[src/rtl/cpu_types_pkg.sv]
// Shared types and constants for the fetch stage of the 5-stage pipeline.
// The package is always compiled; the counter helper is used only when FETCH_PERF_CNT_EN is defined.
package cpu_types_pkg;

    typedef logic [31:0] word_t;

    typedef enum logic {
        FETCH  = 1'b0,
        HALTED = 1'b1
    } fetch_state_t;

    localparam word_t NOP_INSTR = 32'h0000_0000;
    localparam word_t PC_INC    = 32'd4;

    // Saturating increment used by the optional performance counters.
    function automatic word_t sat_inc(input word_t value);
        return (value == 32'hFFFF_FFFF) ? value : value + 32'd1;
    endfunction

endpackage

[src/rtl/fetch_stage_redirect_hold.sv]
// Holds one redirect that arrives while the pipeline is stalled until fetch can apply it.
// The first captured redirect is kept; later ones are dropped until it is consumed.
module redirect_hold
    import cpu_types_pkg::*;
(
    input  logic  clk,
    input  logic  rst,
    input  logic  redir_v,
    input  word_t redir_pc,
    input  logic  stall,
    input  logic  consume,
    output logic  pend_v,
    output word_t pend_pc
);

    logic  r_pend_v;
    word_t r_pend_pc;

    always_ff @(posedge clk or posedge rst) begin
        if (rst) begin
            r_pend_v  <= 1'b0;
            r_pend_pc <= '0;
        end else if (consume) begin
            r_pend_v <= 1'b0;
        end else if (redir_v && stall && !r_pend_v) begin
            r_pend_v  <= 1'b1;
            r_pend_pc <= redir_pc;
        end
    end

    assign pend_v  = r_pend_v;
    assign pend_pc = r_pend_pc;

endmodule

[src/rtl/fetch_stage.sv]
// Instruction fetch and IF/ID latch: owns the PC, issues icache requests, applies redirects.
// Define FETCH_PERF_CNT_EN to add the fetch_cnt / bubble_cnt performance counters.
module fetch_stage
    import cpu_types_pkg::*;
#(
    parameter word_t PC0 = 32'h0000_0000
) (
    input  logic        CLK,
    input  logic        RST,
    input  logic        ihit,
    input  logic [31:0] iload,
    output logic        iREN,
    output logic [31:0] iaddr,
    input  logic        stall,
    input  logic        redir_v,
    input  logic [31:0] redir_pc,
    input  logic        halt_id,
    output logic [31:0] instr_id,
    output logic [31:0] pc4_id,
    output logic        valid_id,
    output logic        halted
`ifdef FETCH_PERF_CNT_EN
    ,
    output logic [31:0] fetch_cnt,
    output logic [31:0] bubble_cnt
`endif
);

    fetch_state_t r_state;
    fetch_state_t w_state_next;

    word_t r_pc;
    word_t r_instr;
    word_t r_pc4;
    logic  r_valid;

    logic  w_pend_v;
    word_t w_pend_pc;
    logic  w_fetching;
    logic  w_advance;
    logic  w_take_redir;
    logic  w_ifid_upd;
    logic  w_enter_halt;
    logic  w_load_word;
    logic  w_load_bubble;
    word_t w_target;
    word_t w_pc_plus4;

    assign w_fetching    = (r_state == FETCH);
    assign w_advance     = w_fetching && ihit && !stall;
    assign w_take_redir  = w_fetching && !stall && (redir_v || w_pend_v);
    assign w_target      = redir_v ? redir_pc : w_pend_pc;
    assign w_pc_plus4    = r_pc + PC_INC;
    assign w_ifid_upd    = w_fetching && !stall;
    // A HALT seen alongside a redirect is on the wrong path, so the redirect wins.
    assign w_enter_halt  = w_ifid_upd && halt_id && !w_take_redir;
    assign w_load_word   = w_ifid_upd && !w_take_redir && !halt_id && ihit;
    assign w_load_bubble = w_ifid_upd && !w_load_word;

    redirect_hold u_redirect_hold (
        .clk      (CLK),
        .rst      (RST),
        .redir_v  (redir_v),
        .redir_pc (redir_pc),
        .stall    (stall),
        .consume  (w_take_redir),
        .pend_v   (w_pend_v),
        .pend_pc  (w_pend_pc)
    );

    always_ff @(posedge CLK or posedge RST) begin
        if (RST) begin
            r_state <= FETCH;
        end else begin
            r_state <= w_state_next;
        end
    end

    always_comb begin
        w_state_next = r_state;
        iREN         = 1'b0;
        halted       = 1'b0;
        case (r_state)
            FETCH: begin
                iREN = 1'b1;
                if (w_enter_halt) begin
                    w_state_next = HALTED;
                end
            end
            HALTED: begin
                halted = 1'b1;
            end
            default: begin
                w_state_next = FETCH;
            end
        endcase
    end

    always_ff @(posedge CLK or posedge RST) begin
        if (RST) begin
            r_pc <= PC0;
        end else if (w_take_redir) begin
            r_pc <= w_target;
        end else if (w_advance) begin
            r_pc <= w_pc_plus4;
        end
    end

    always_ff @(posedge CLK or posedge RST) begin
        if (RST) begin
            r_instr <= NOP_INSTR;
            r_pc4   <= '0;
            r_valid <= 1'b0;
        end else if (w_load_word) begin
            r_instr <= iload;
            r_pc4   <= w_pc_plus4;
            r_valid <= 1'b1;
        end else if (w_load_bubble) begin
            r_instr <= NOP_INSTR;
            r_pc4   <= '0;
            r_valid <= 1'b0;
        end
    end

    assign iaddr    = r_pc;
    assign instr_id = r_instr;
    assign pc4_id   = r_pc4;
    assign valid_id = r_valid;

`ifdef FETCH_PERF_CNT_EN
    word_t r_fetch_cnt;
    word_t r_bubble_cnt;

    // Both gating terms already include FETCH, so the counters freeze in HALTED.
    always_ff @(posedge CLK or posedge RST) begin
        if (RST) begin
            r_fetch_cnt  <= '0;
            r_bubble_cnt <= '0;
        end else begin
            if (w_advance) begin
                r_fetch_cnt <= sat_inc(r_fetch_cnt);
            end
            if (w_load_bubble) begin
                r_bubble_cnt <= sat_inc(r_bubble_cnt);
            end
        end
    end

    assign fetch_cnt  = r_fetch_cnt;
    assign bubble_cnt = r_bubble_cnt;
`endif

endmodule
[config.mk]
export PLATFORM = sky130hd
export DESIGN_NAME = fetch_stage
export DESIGN_NICKNAME = d
export VERILOG_FILES = /design/src/rtl/cpu_types_pkg.sv /design/src/rtl/fetch_stage_redirect_hold.sv /design/src/rtl/fetch_stage.sv
export SDC_FILE = /design/constraint.sdc
export NUM_CORES = 1
export LEC_CHECK = 0
export BUFFER_PORTS_ARGS = -buffer_cell sky130_fd_sc_hd__buf_2
export CAP_MARGIN = 10
export CORE_MARGIN = 8
export CORE_UTILIZATION = 40
export CTS_CLUSTER_SIZE = 8
export DETAILED_ROUTE_END_ITERATION = 16
export PLACE_DENSITY = 0.64
export SYNTH_ARGS = -nofsm -noshare
export SYNTH_HDL_FRONTEND = slang
export SYNTH_HIERARCHICAL = 1
export SYNTH_SLANG_ARGS = --single-unit
[constraint.sdc]
create_clock -name CLK -period 3.1 [get_ports CLK]
set_clock_uncertainty 0.05 [all_clocks]
set_input_delay 0.31 -clock CLK [delete_from_list [all_inputs] [get_ports CLK]]
set_output_delay 0.31 -clock CLK [all_outputs]
set_load 0.005 [all_outputs]
## Word-level counts from Yosys, hierarchy flattened

Index checks and enable logic that the tools add are counted.

- Register bits: 131
- Bits in latches: 0
- RAM bits: 0
- Bits in read-only memories: 0
- Input port bits: 70
- Logic and storage cells: 46
- Memories: 0

- Add/sub/neg operators: 1
- Multiply operators: 0
- Div/mod/pow operators: 0
- $lt $le $gt $ge: 0
- Equal/unequal tests: 0
- Shifts and indexed selects: 0
- Muxes and demuxes: 14
- Bitwise gates (word level): 2
- Reductions and logical operators: 22

Operators by type and width:

| kind | count |
|---|---|
| 2-to-1 mux 32 bit | 6 |
| adder 32 x 3 -> 32 bit, second input constant | 1 |
| logical AND 1 bit | 12 |
| 2-to-1 mux 1 bit | 8 |
| nonzero test 2 bit | 3 |
| logical NOT 1 bit | 5 |
| NOT 1 bit | 2 |
| AND reduction 2 bit | 1 |
| logical OR 1 bit | 1 |

## Longest topological paths before layout

- Depth in word-level cells: 11
- Gate-level depth with buffers: 9

## Cells and area by module

Netlist, hierarchy kept.

By module, submodules not included:

| module | times used | cells each | area each (µm²) |
|---|---|---|---|
| fetch_stage | 1 | 483 | 4893.4 |
| redirect_hold | 1 | 73 | 1388.8 |

## Least setup slack after synthesis

Ideal clock, no wire load.

- Path kind: input to register
- Start point: in redir_v
- End point: reg u_redirect_hold.r_pend_pc[0], in the netlist u_redirect_hold/pend_pc[0]
- Setup time: 0.125 ns
- Arrival time: 2.213 ns
- Required time: 2.925 ns
- Path slack: 0.712 ns
- Stages on the path: 9
- Cell sequence: buf_2 > or2_2 > nand2_1 > buf_2 > clkinv_1 > nor4bb_1 > buf_4 > buf_12 > mux2_4

- Word-level cells in the longest chain between the ends: 4
- Elaborated cells between the ends (all ways): 6
- Classes of those cells: bitwise (1); reduce/logical (5)

RTL lines:

| what | RTL line | RTL |
|---|---|---|
| start, declared | fetch_stage.sv:15 | `input logic redir_v,` |
| logical OR 1 bit | fetch_stage.sv:51 | `assign w_take_redir = w_fetching && !stall && (redir_v \|\| w_pend_v);` |
| logical AND 1 bit | fetch_stage.sv:51 |  |
| net w_take_redir | fetch_stage.sv:41 | `logic w_take_redir;` |
| NOT 1 bit (no source line) | -- |  |
| AND reduction 2 bit (no source line) | -- |  |
| end signal, assigned | fetch_stage_redirect_hold.sv:27 | `r_pend_pc <= redir_pc;` |
| end, declared | fetch_stage_redirect_hold.sv:17 | `word_t r_pend_pc;` |

The timed path passes the listed nets, and every way through them passes these cells.
A chain may end at the register's enable or synchronous reset.

## Worst setup path after layout

- Start point: reg u_redirect_hold.r_pend_v, in the netlist u_redirect_hold/pend_v
- End point: reg u_redirect_hold.r_pend_pc[7], in the netlist u_redirect_hold/pend_pc[7]

- Word-level cells in the longest chain between the ends: 4
- Elaborated cells between the ends (all ways): 6
- Classes of those cells: bitwise (1); reduce/logical (5)

RTL lines:

| what | RTL line | RTL |
|---|---|---|
| start, declared | fetch_stage_redirect_hold.sv:16 | `logic r_pend_v;` |
| start signal, assigned | fetch_stage_redirect_hold.sv:21 | `r_pend_v <= 1'b0;` |
| start signal, assigned | fetch_stage_redirect_hold.sv:24 | `r_pend_v <= 1'b0;` |
| start signal, assigned | fetch_stage_redirect_hold.sv:26 | `r_pend_v <= 1'b1;` |
| logical OR 1 bit | fetch_stage.sv:51 |  |
| logical AND 1 bit | fetch_stage.sv:51 |  |
| net w_take_redir | fetch_stage.sv:41 |  |
| NOT 1 bit (no source line) | -- |  |
| AND reduction 2 bit (no source line) | -- |  |

The timed path passes the listed nets, and every way through them passes these cells.

==> impl_metrics.json <==
{
  "die-area_sq_um": 19970,
  "worstReg2RegStart": "u_redirect_hold/pend_v",
  "initial_utilization": 0.4028,
  "place.port_buffers": 168,
  "design.final.nets": 792,
  "io_pins": 169,
  "placeableCoreArea_sq_um": 15600,
  "synthesis.instances": 556,
  "multi_input_logic_area_sq_um": 2779,
  "finalWorstSetupSlack_ps": 704.6,
  "syn-num-nets": 627,
  "synth_area_sq_um": 6282,
  "finalSetupViolCount": 0,
  "drt-pass1-iter-count": 5,
  "synth.distinct_cells": 51,
  "row_count": 46,
  "antenna_cells_inserted": 0,
  "critPathLaunchType": "flop",
  "worst_slew_pin_slew_ps": 1171,
  "first_global_vias": 5115,
  "maxSlewHeadroom": 0.2140,
  "route.antenna.remaining_nets": 0,
  "holdCritPathClass": "input port to flop",
  "avgViaCountPerCell": 5.316,
  "numCtsBuffers": 17,
  "cts_setup_buffers": 0,
  "synthesis.yosys.warnings": 6,
  "required_ps": 3350,
  "total_via_count_after_detailed_routing": 5050,
  "critPathCaptureType": "flop",
  "hold_path_startpoint": "iload[30]",
  "path_max_fanout": 32,
  "hold_viol_final": 0,
  "clock.fmax_ghz": 0.4175,
  "h-tree-depth": 4,
  "synth-async-reset-ratio": 1.000,
  "grt_first_pass_wirelength_mm": 28.49,
  "drc": 0,
  "path_class": "flop to flop",
  "layout.cells.most_common_list": "sky130_fd_sc_hd__buf_2 (168), sky130_fd_sc_hd__dfrtp_1 (131), sky130_fd_sc_hd__nand2_1 (62)",
  "grt_usage": 0.1821,
  "grt_start_max_net_pins": 54,
  "final_core_utilization": 0.5096,
  "synth_enable_flop_cells": 0,
  "final.setup.tns_ps": 0,
  "post_cts_resize_count": 0,
  "ctsHoldBuffers": 1,
  "postSynth.topFlopCell": "sky130_fd_sc_hd__dfrtp_1",
  "die-width_um": 141.3,
  "fill_cells": 1389,
  "synth_area_leader_cell": "sky130_fd_sc_hd__dfrtp_1",
  "grt_remaining_overflow": 0,
  "sequential_to_total_area_share_from_yosys_stat": 0.5218,
  "clock_latency_ps": 420,
  "fin_total_pwr_mw": 4.458,
  "floorplan.die.height_um": 141.3,
  "dr.first_iter.drc_count": 371,
  "irDropWorstVdd_v": 0.0003644,
  "power.leakage_nw": 3.980,
  "area_growth_syn_to_layout_pct": 26.53,
  "antenna_found_initial": 0,
  "tritoncts_num_sinks": 131,
  "drt-wirelength-per-cell_um": 19.01,
  "pins_over_their_slew_limit": 0,
  "final_layout_size_suffix_gt1_frac": 0.3597,
  "seq_area_sq_um": 3278,
  "powerDensity_nw_per_um2": 560.8,
  "dpl_worst_slack_ps": 707.1,
  "routabilityCongestion": 0.8500,
  "ys_seq_elements": 131,
  "clk_root_buffer_cell": "sky130_fd_sc_hd__clkbuf_16",
  "fin_crit_sh": 0.7727,
  "worst_r2r_dst": "u_redirect_hold/pend_pc[7]",
  "source_of_the_critical_timing_path": "u_redirect_hold/pend_v",
  "min_period_ps": 2395,
  "tritoncts": "done",
  "critPathArrivalTime_ps": 2650,
  "syn_avg_cell_area_sq_um": 11.30,
  "detailedPlacementHpwl_mm": 13.19,
  "run_status": "finished, final reports clean",
  "drv_cap": 0,
  "final_common_cell": "sky130_fd_sc_hd__buf_2",
  "grt_setup_unrepaired": "false",
  "finalWirelength_mm": 18.06,
  "synthDominantCellAreaShare": 0.5218,
  "reg2reg_depth": 6,
  "cts.path.max_buffers": 2,
  "cp-endpoint": "u_redirect_hold/pend_pc[7]",
  "synth.area.top_cells": "sky130_fd_sc_hd__dfrtp_1 (52%), sky130_fd_sc_hd__mux2_4 (7.2%), sky130_fd_sc_hd__a22o_1 (5.2%), sky130_fd_sc_hd__o21ai_0 (4.0%), sky130_fd_sc_hd__nand2_1 (3.7%)",
  "setup.reg_to_reg.worst_slack_ps": 700,
  "clk_transition_reported_paths_ps": 60
}
critical path, stage by stage (launching register included):
cell                       delay (ps)
sky130_fd_sc_hd__dfrtp_1          450
sky130_fd_sc_hd__or2_2            340
sky130_fd_sc_hd__nand2_1          100
sky130_fd_sc_hd__clkinv_1         120
sky130_fd_sc_hd__nor4bb_4         280
sky130_fd_sc_hd__buf_4            520
sky130_fd_sc_hd__mux2_2           390
layout make-up:
type	count	share of cell area
clock buffer	22	0.05966
multi-input combinational	381	0.3496
tap	216	0.03400
sequential	131	0.4124
clock inverter	10	0.01936
timing repair buffer	182	0.1209
inverter	8	0.004093
cell usage after synthesis, types with 2 or more instances:
master                     count
sky130_fd_sc_hd__and4_1        5
sky130_fd_sc_hd__mux2_2       11
sky130_fd_sc_hd__o21ai_1       2
sky130_fd_sc_hd__a22o_1       37
sky130_fd_sc_hd__o311ai_0      5
sky130_fd_sc_hd__buf_12        3
sky130_fd_sc_hd__a211o_1       2
sky130_fd_sc_hd__o22ai_1       4
sky130_fd_sc_hd__clkbuf_1     17
sky130_fd_sc_hd__or2_2         2
sky130_fd_sc_hd__xnor2_1      14
sky130_fd_sc_hd__nand2_1      62
sky130_fd_sc_hd__xor2_1       14
sky130_fd_sc_hd__a31oi_1       3
sky130_fd_sc_hd__nand3_1      23
sky130_fd_sc_hd__mux2i_1      22
sky130_fd_sc_hd__o32a_1        3
sky130_fd_sc_hd__a21o_1        3
sky130_fd_sc_hd__dfrtp_1     131
sky130_fd_sc_hd__buf_4         4
sky130_fd_sc_hd__o21a_1        3
sky130_fd_sc_hd__a21oi_1      17
sky130_fd_sc_hd__nand4_1       6
sky130_fd_sc_hd__nand2b_1      2
sky130_fd_sc_hd__o221ai_1      4
sky130_fd_sc_hd__mux2_4       30
sky130_fd_sc_hd__buf_2        11
sky130_fd_sc_hd__o21ai_0      50
sky130_fd_sc_hd__nor2_1       17
sky130_fd_sc_hd__or3_1         6
sky130_fd_sc_hd__and3_1       11
sky130_fd_sc_hd__nor3_1        6
sky130_fd_sc_hd__inv_1         7
sky130_fd_sc_hd__nor3b_4       2
worst min-delay path by stage:
| stage | to | slack (ps) | depth (start not counted) |
|---|---|---|---|
| floorplan | u_redirect_hold/pend_pc[0] | 390 | 1 |
| global placement | iaddr[1] | 350 | 2 |
| detailed placement | iaddr[1] | 370 | 2 |
| CTS | instr_id[30] | 40 | 2 |
| global route | instr_id[30] | 50 | 2 |
| finish | instr_id[30] | 60 | 2 |
stage by stage:
stage	instance area (sq um)	std cells	hold WS (ps)
global route	7949	950	53.15
global placement	7311	917	354.9
finish	7949	950	57.79
CTS	7949	950	35.84
floorplan	6282	556	388.9
detailed placement	7311	917	372.8
per-layer routing:
metal | global-route usage | part of all wire
met3 | 0.04872 | 0.080
met1 | 0.2447 | 0.45
met4 | 0.08088 | 0.022
met5 | 0 | 0
met2 | 0.2706 | 0.45
registers in the layout, indices dropped and copies added, names as in the netlist:
register                 count
iaddr                       32
u_redirect_hold/pend_pc     32
instr_id                    32
valid_id                     1
r_state                      1
pc4_id                      32
u_redirect_hold/pend_v       1
logic make-up (layout without fill, tap and decap cells):
family,Yosys count,in the layout,share of synthesized area
AOI/OAI and AO/OA,139,139,0.1492
adders and majority gates,1,1,0.001991
xor gates and xnor gates,28,28,0.03904
buffers and inverters,44,222,0.03864
muxes,63,63,0.1265
DFF,131,131,0.5218
and+or+nand+nor,150,150,0.1229
where the power goes:
group	switching, mW	internal [mW]	total, mW
Sequential	0.0944	1.83	1.92
Combinational	0.173	0.227	0.400
Clock	0.733	1.40	2.14
Power figures use the tool's default switching activity.
